[config.mk]
export PLATFORM = sky130hd
export DESIGN_NAME = pe_seq_ctrl
export DESIGN_NICKNAME = d
export VERILOG_FILES = /design/src/rtl/pe_seq_ctrl.sv
export SDC_FILE = /design/constraint.sdc
export NUM_CORES = 1
export LEC_CHECK = 0
export ABC_AREA = 1
export CORE_MARGIN = 2
export CORE_UTILIZATION = 62
export DETAILED_ROUTE_END_ITERATION = 7
export DONT_BUFFER_PORTS = 1
export PLACE_DENSITY = 0.78
export SYNTH_ARGS = -nofsm -noshare
export SYNTH_HDL_FRONTEND = slang
export SYNTH_SLANG_ARGS = --single-unit
[constraint.sdc]
create_clock -name clk -period 1.9 [get_ports clk]
set_clock_uncertainty 0.1 [all_clocks]
set_input_delay 0.285 -clock clk [delete_from_list [all_inputs] [get_ports clk]]
set_output_delay 0.285 -clock clk [all_outputs]
set_load 0.02 [all_outputs]
[src/rtl/pe_seq_ctrl.sv]
// ============================================================================
// Module      : pe_seq_ctrl
// Description : Job sequencer for a 4-weight processing element: loads the
//               weight buffer, then steps each pixel through 4 weight phases.
//               Optional busy-cycle counter under PE_SEQ_CTRL_PERF_CNT_EN.
// Revision    : 1.0 - initial release
// ============================================================================
`default_nettype none

module pe_seq_ctrl #(
    parameter int PIX_W = 8
) (
    input  logic                    clk,
    input  logic                    rst,
    input  logic                    start,
    input  logic [PIX_W-1:0]        num_pix,
    input  logic                    wt_valid,
    input  logic signed [7:0]       wt_data,
    output logic                    wt_ready,
    input  logic                    px_valid,
    output logic                    px_ready,
    output logic signed [7:0]       weight_load,
    output logic                    weight_load_en,
    output logic [1:0]              weight_load_sel,
    output logic                    pipe_en,
    output logic                    pe_en,
    output logic [1:0]              weight_sel,
    output logic                    prod_valid,
    output logic [1:0]              prod_tag,
    output logic                    busy,
    output logic                    done,
    output logic [15:0]             busy_cycles
);

    typedef enum logic [1:0] {
        S_IDLE  = 2'd0,
        S_LOAD  = 2'd1,
        S_RUN   = 2'd2,
        S_DRAIN = 2'd3
    } state_t;

    localparam logic [1:0] c_LAST_IDX = 2'd3;

    state_t             r_state;
    logic [1:0]         r_beat;
    logic [1:0]         r_phase;
    logic               r_inflight;
    logic [PIX_W-1:0]   r_pix_rem;
    logic               r_done;
    logic               r_prod_valid;
    logic [1:0]         r_prod_tag;

    logic               w_in_load;
    logic               w_in_run;
    logic               w_wt_hs;
    logic               w_px_ready;
    logic               w_px_hs;
    logic               w_last_phase;

    assign w_in_load    = (r_state == S_LOAD);
    assign w_in_run     = (r_state == S_RUN);
    assign w_wt_hs      = w_in_load & wt_valid;
    assign w_last_phase = r_inflight & (r_phase == c_LAST_IDX);
    // A new pixel may overlap the final phase of the previous one.
    assign w_px_ready   = w_in_run & (r_pix_rem != '0) & (~r_inflight | w_last_phase);
    assign w_px_hs      = w_px_ready & px_valid;

    always_ff @(posedge clk) begin
        if (rst) begin
            r_state      <= S_IDLE;
            r_beat       <= 2'd0;
            r_phase      <= 2'd0;
            r_inflight   <= 1'b0;
            r_pix_rem    <= '0;
            r_done       <= 1'b0;
            r_prod_valid <= 1'b0;
            r_prod_tag   <= 2'd0;
        end else begin
            r_done       <= 1'b0;
            r_prod_valid <= r_inflight;
            r_prod_tag   <= r_phase;
            case (r_state)
                S_IDLE: begin
                    if (start) begin
                        r_pix_rem <= num_pix;
                        r_beat    <= 2'd0;
                        r_state   <= S_LOAD;
                    end
                end
                S_LOAD: begin
                    if (w_wt_hs) begin
                        r_beat <= r_beat + 2'd1;
                        if (r_beat == c_LAST_IDX) begin
                            r_state <= (r_pix_rem == '0) ? S_DRAIN : S_RUN;
                        end
                    end
                end
                S_RUN: begin
                    if (w_px_hs) begin
                        r_inflight <= 1'b1;
                        r_phase    <= 2'd0;
                        r_pix_rem  <= r_pix_rem - PIX_W'(1);
                    end else if (w_last_phase) begin
                        r_inflight <= 1'b0;
                        r_phase    <= 2'd0;
                        if (r_pix_rem == '0) begin
                            r_state <= S_DRAIN;
                        end
                    end else if (r_inflight) begin
                        r_phase <= r_phase + 2'd1;
                    end
                end
                S_DRAIN: begin
                    r_state <= S_IDLE;
                    r_done  <= 1'b1;
                end
                default: r_state <= S_IDLE;
            endcase
        end
    end

    assign wt_ready        = w_in_load;
    assign weight_load     = w_in_load ? wt_data : 8'sd0;
    assign weight_load_en  = w_wt_hs;
    assign weight_load_sel = w_in_load ? r_beat : 2'd0;
    assign px_ready        = w_px_ready;
    assign pipe_en         = w_px_hs;
    assign pe_en           = r_inflight;
    assign weight_sel      = r_phase;
    assign prod_valid      = r_prod_valid;
    assign prod_tag        = r_prod_tag;
    assign busy            = (r_state != S_IDLE);
    assign done            = r_done;

`ifdef PE_SEQ_CTRL_PERF_CNT_EN
    logic [15:0] r_busy_cycles;

    always_ff @(posedge clk) begin
        if (rst) begin
            r_busy_cycles <= 16'd0;
        end else if ((r_state == S_IDLE) && start) begin
            r_busy_cycles <= 16'd0;
        end else if (busy && (r_busy_cycles != 16'hFFFF)) begin
            r_busy_cycles <= r_busy_cycles + 16'd1;
        end
    end

    assign busy_cycles = r_busy_cycles;
`else
    assign busy_cycles = 16'd0;
`endif

endmodule

`default_nettype wire

======== After elaboration in Yosys (flattened, before gate mapping) ========
Index checks and enable logic that the tools add are counted.
storage, ports and cells
  flip-flop bits (word level) ............. 19
  bits of input ports ..................... 21
  output and inout bits ................... 38
  logic and storage cells ................. 65
cells by class
  add/subtract/negate cells ............... 3
  equality and inequality tests ........... 12
  muxes and demuxes ....................... 22
  bitwise operators ....................... 7
  reduce and logical (&&, ||, !) cells .... 13
operator list
  operator                                                                  count
  2-bit 2-to-1 mux                                                          12
  8-bit 2-to-1 mux                                                          3
  8-bit case mux with 2 select lines                                        1
  2-bit == test (second input constant)                                     4
  8-bit logical NOT                                                         1
  2-bit inequality test (second input constant)                             4
  2-bit case mux with 4 select lines                                        1
  2-bit nonzero test                                                        4
  8-bit nonzero test                                                        1
  8-bit by 1-bit subtractor with 8-bit output (second input constant)       1
  2-bit by 1-bit inequality test with 1-bit output (second input constant)  3
  3-bit AND reduction                                                       2
  6-bit AND reduction                                                       1
  1-bit bitwise AND                                                         5
  2-bit by 1-bit adder with 2-bit output (second input constant)            2
  1-bit 2-to-1 mux                                                          4
  2-bit case mux with 2 select lines                                        1
  2-bit AND reduction                                                       2
  3-bit nonzero test                                                        1
  2-bit by 1-bit == test with 1-bit output (second input constant)          1
  2-bit logical NOT                                                         1
  1-bit inverter                                                            1
  1-bit OR                                                                  1

======== Depth between registers and ports, before layout ========
  depth after elaboration ................. 7
  mapped depth ............................ 11
  mapped depth without buffers ............ 11

======== Worst setup path before layout ========
OpenSTA, ideal clock, no wires.
  path kind ............................... register -> register
  from .................................... register r_state[0]
  to ...................................... register r_state[0]
  setup time .............................. 0.117 ns
  arrival ................................. 1.502 ns
  data required time ...................... 1.683 ns
  slack ................................... 0.182 ns
  stages on the path, launching flop included .. 10
  buffers on the path ..................... 1
  period minus slack after synthesis ...... 1.718 ns
  path through ............................ dfxtp_1 > inv_1 > ha_1 > inv_2 > or2_1 > buf_6 > o21ai_2 > nand3b_2 > nor3_1 > nor2_1
between the ends
  word-level cells in the longest chain between the ends .. 6
  elaborated cells between the ends (all ways) .. 16
  classes of those cells .................. 9 x eq/ne; 1 x mux; 4 x bitwise; 2 x reduce/logical
RTL lines
  what                             RTL line  text
  from (decl)                      44        state_t r_state;
  from (signal assigned)           94        r_state <= (r_pix_rem == '0) ? S_DRAIN : S_RUN;
  2-bit == test                    61, 82
  1-bit bitwise AND (2 in a row)   65        assign w_px_ready = w_in_run & (r_pix_rem != '0) & (~r_inflight | w_last_phase);
  1-bit bitwise AND                66        assign w_px_hs = w_px_ready & px_valid;
  2-bit inequality test (no line)  -
  6-bit AND reduction (no line)    -
Several ways; a longest one is shown, not always the timed one.
A chain may end at the register's enable or synchronous reset.

======== Worst setup path in the final report ========
  from .................................... register r_state[1]
  to ...................................... output port weight_load[7]
between the ends
  word-level cells in the longest chain between the ends .. 2
RTL lines
  what                                      RTL line  text
  2-bit by 1-bit == test with 1-bit output  60        assign w_in_load = (r_state == S_LOAD);
  8-bit 2-to-1 mux                          123       assign weight_load = w_in_load ? wt_data : 8'sd0;
  to (decl)                                 22        output logic signed [7:0] weight_load,
No other way between the ends.

==> flow_metrics.py <==
metrics = {
    "run_status": {
        "outcome": "finished, final reports clean",
    },
    "cells_and_area": {
        "post_route_cells_drive_above_1_share_pct": 17.0,
        "antenna_cells_inserted": 0,
        "most_frequent_cells_in_the_layout": "57 x sky130_fd_sc_hd__nand2_1, 29 x sky130_fd_sc_hd__inv_1, 25 x sky130_fd_sc_hd__nor2_1",
        "fin_area_um2": 1490,
        "final_core_util_pct": 67.8,
        "mostFrequentLayoutCell": "sky130_fd_sc_hd__nand2_1",
        "areaGrowthSynthToFinish_pct": 4.86,
        "finish.net_count": 260,
    },
    "floorplanning": {
        "die_area_um2": 2680,
        "floorplan.initialDensity_pct": 64.6,
        "core-area_um2": 2190,
        "rows": 17,
        "die_width_um": 51.8,
        "io_pins": 59,
        "die_height_um": 51.8,
    },
    "timing": {
        "fin_crit_sh_pct": 95.5,
        "maxClockFrequency_ghz": 0.551,
        "count_of_endpoints_failing_setup_in_the_final_report": 0,
        "final.setup.worst_slack_ns": 0.0858,
        "finalWorstPathRequiredPeriod_ns": 1.81,
        "timing.setup.tns_ns": 0,
        "drv_slew": 0,
        "final-hold-violation-count": 0,
    },
    "yosys": {
        "synth.yosys.seq_area_share_pct": 26.9,
        "syn_warnings": 0,
        "synth_seq_cells": 19,
        "post_synth.cell_area_avg_um2": 6.41,
        "syn_area_um2": 1420,
        "synthCells": 221,
        "netlist-cell-type-count": 27,
    },
    "worst_setup_path": {
        "required_ns": 1.51,
        "critical_path.max_fanout": 13,
        "worst_setup_path_end_kind": "output port",
        "worst-setup-path-type": "reg2out",
        "timing.critical_path.max_delay_family": "buffers and inverters",
        "critical_path_buf_inv_count": 3,
        "critical_path_depth": 5,
        "crit_path_start_kind": "register",
        "cp.arrival_ns": 1.43,
        "critPathMostFrequentCell": "sky130_fd_sc_hd__inv_1",
        "timing.reg2reg.worst_path_depth": 8,
        "critPathMaxStageDelay_ns": 0.36,
        "timing.critical_path.slowest_stage_cell": "sky130_fd_sc_hd__dfxtp_2",
        "cp_cell_sequence": "inv_1 -> ha_1 -> buf_6 -> nand2_1 -> inv_1",
    },
    "pwr": {
        "power.leakage_nw": 0.828,
        "power.density_cell_area_nw_per_um2": 1760,
        "design_power_total_w": 0.00261,
        "peakVddDrop_v": 0.00130,
    },
    "drt": {
        "drtIter0Drc": 27,
        "routed_wirelength_um": 2850,
        "antenna_left": 0,
        "route.detailed.wl_per_inst_um": 11.1,
        "vias_per_cell": 4.89,
        "vias": 1256,
        "detail_route.first_pass.iterations": 4,
        "remaining_drc_errors": 0,
    },
    "hold_path": {
        "worstHoldPathType": "in2reg",
        "worstHoldPathCells": 4,
    },
    "cts": {
        "numClockSinks": 19,
        "cts_made_buffers": 3,
        "clock_h_tree_levels": 1,
        "cts_tree": "built",
        "clock_latency_ns": 0.30,
        "clockRootBuffer": "sky130_fd_sc_hd__clkbuf_4",
        "clk_pin_slew_ns": 0.12,
        "ctsLongestPathBuffers": 2,
    },
    "grt": {
        "first_global_vias": 1151,
        "grt_first_pass_wirelength_um": 4640,
        "grt_remaining_overflow": 0,
        "grt_start_max_net_pins": 14,
        "grtUsageTotal_pct": 23.0,
        "grt_antenna_before_repair": 0,
    },
    "placed_design": {
        "place_ws_ns": 0.136,
        "gp_routability_congestion": 0.809,
        "postPlaceCellArea_um2": 1400,
        "portBuffers": 0,
        "hpwlAfterDp_um": 2230,
    },
    "run": {
        "drv.max_cap_violation_count": 0,
    },
}
cell families (layout without fill, tap and decap cells):
family / Yosys count / in the layout / synth area share, %
AND/OR/NAND/NOR: 111 / 111 / 35.5
buffers and inverters: 57 / 50 / 20.5
other: 1 / 16 / 0.265
flip-flops: 19 / 19 / 26.9
AO/OA/AOI/OAI: 24 / 24 / 8.92
adder cells (fa/ha/maj): 9 / 9 / 7.95
stage by stage:
step	std cells	hold WS [ns]
finish	257	0.114
global route	257	0.139
CTS	256	0.106
detailed placement	250	0.262
global placement	250	0.257
floorplan	236	0.254
what timing repair did:
item / CTS / global route
hold buffers: 1 / 0
pin swaps: 0 / 1
endpoints found under the hold margin: 6 / 0
resized for setup: 3 / 8
setup endpoints to repair: 2 / 15
buffers inserted: 1 / 1
flip-flops by register name, summed over array words and instances, names as in the netlist:
| signal | count |
|---|---|
| r_pix_rem | 8 |
| r_beat | 2 |
| prod_tag | 2 |
| weight_sel | 2 |
| done | 1 |
| r_state | 2 |
| prod_valid | 1 |
| pe_en | 1 |
per-layer routing:
layer  routed length (um)  global-route usage [%]
met4                   47                    12.7
met5                    0                       0
met3                  158                    6.03
met1                 1180                    24.4
met2                 1470                    41.0
synthesized netlist by cell type, drive strengths merged:
master   n  area (um2)
nand2   62         253
inv     37         139
nor2    27         106
buf     19         148
dfxtp   19         380
a21oi   12        60.1
nand3   11        55.1
o21ai   10        53.8
ha       9         113
nand4    4        40.0
or2      4        25.0
nand3b   2        18.8
o22ai    2        12.5
clkbuf   1        3.75
conb     1        3.75
nor3     1        5.00
power by group:
group / switching [W] / leakage [nW] / total, W / internal (W)
combinational: 0.00114 / 0.653 / 0.00175 / 0.000607
clock: 0.000134 / 0.0177 / 0.000213 / 0.0000785
sequential: 0.000114 / 0.157 / 0.000646 / 0.000531
total: 0.00139 / 0.828 / 0.00261 / 0.00122
worst register-to-register path, stage by stage (launching register included):
cell and delay, ns:
sky130_fd_sc_hd__dfxtp_2 0.38, sky130_fd_sc_hd__inv_1 0.12, sky130_fd_sc_hd__ha_1 0.25, sky130_fd_sc_hd__inv_2 0.13, sky130_fd_sc_hd__or2_1 0.15, sky130_fd_sc_hd__o21ai_2 0.07, sky130_fd_sc_hd__nand3b_2 0.25, sky130_fd_sc_hd__o21ai_1 0.14
sky130_fd_sc_hd__a21oi_1 0.05
layout make-up:
| type | instances | area, um2 |
|---|---|---|
| multi-input cells | 160 | 826 |
| fillers | 203 | 706 |
| flip-flops and latches | 19 | 384 |
| inverters | 37 | 139 |
| repair buffers | 9 | 73.8 |
| well taps | 28 | 35.0 |
| clock buffers | 3 | 22.5 |
| clock inverters | 1 | 5.00 |
worst paths after layout:
kind,startpoint,end,slack [ns]
worst max-delay path,r_state[1],weight_load[7],0.09
worst min-delay path,num_pix[5],r_pix_rem[5],0.11
worst max register to register,r_state[0],r_state[1],0.16
worst min register to register,r_beat[1],r_beat[1],0.39
Note: power is estimated with default switching activity, not from simulation.
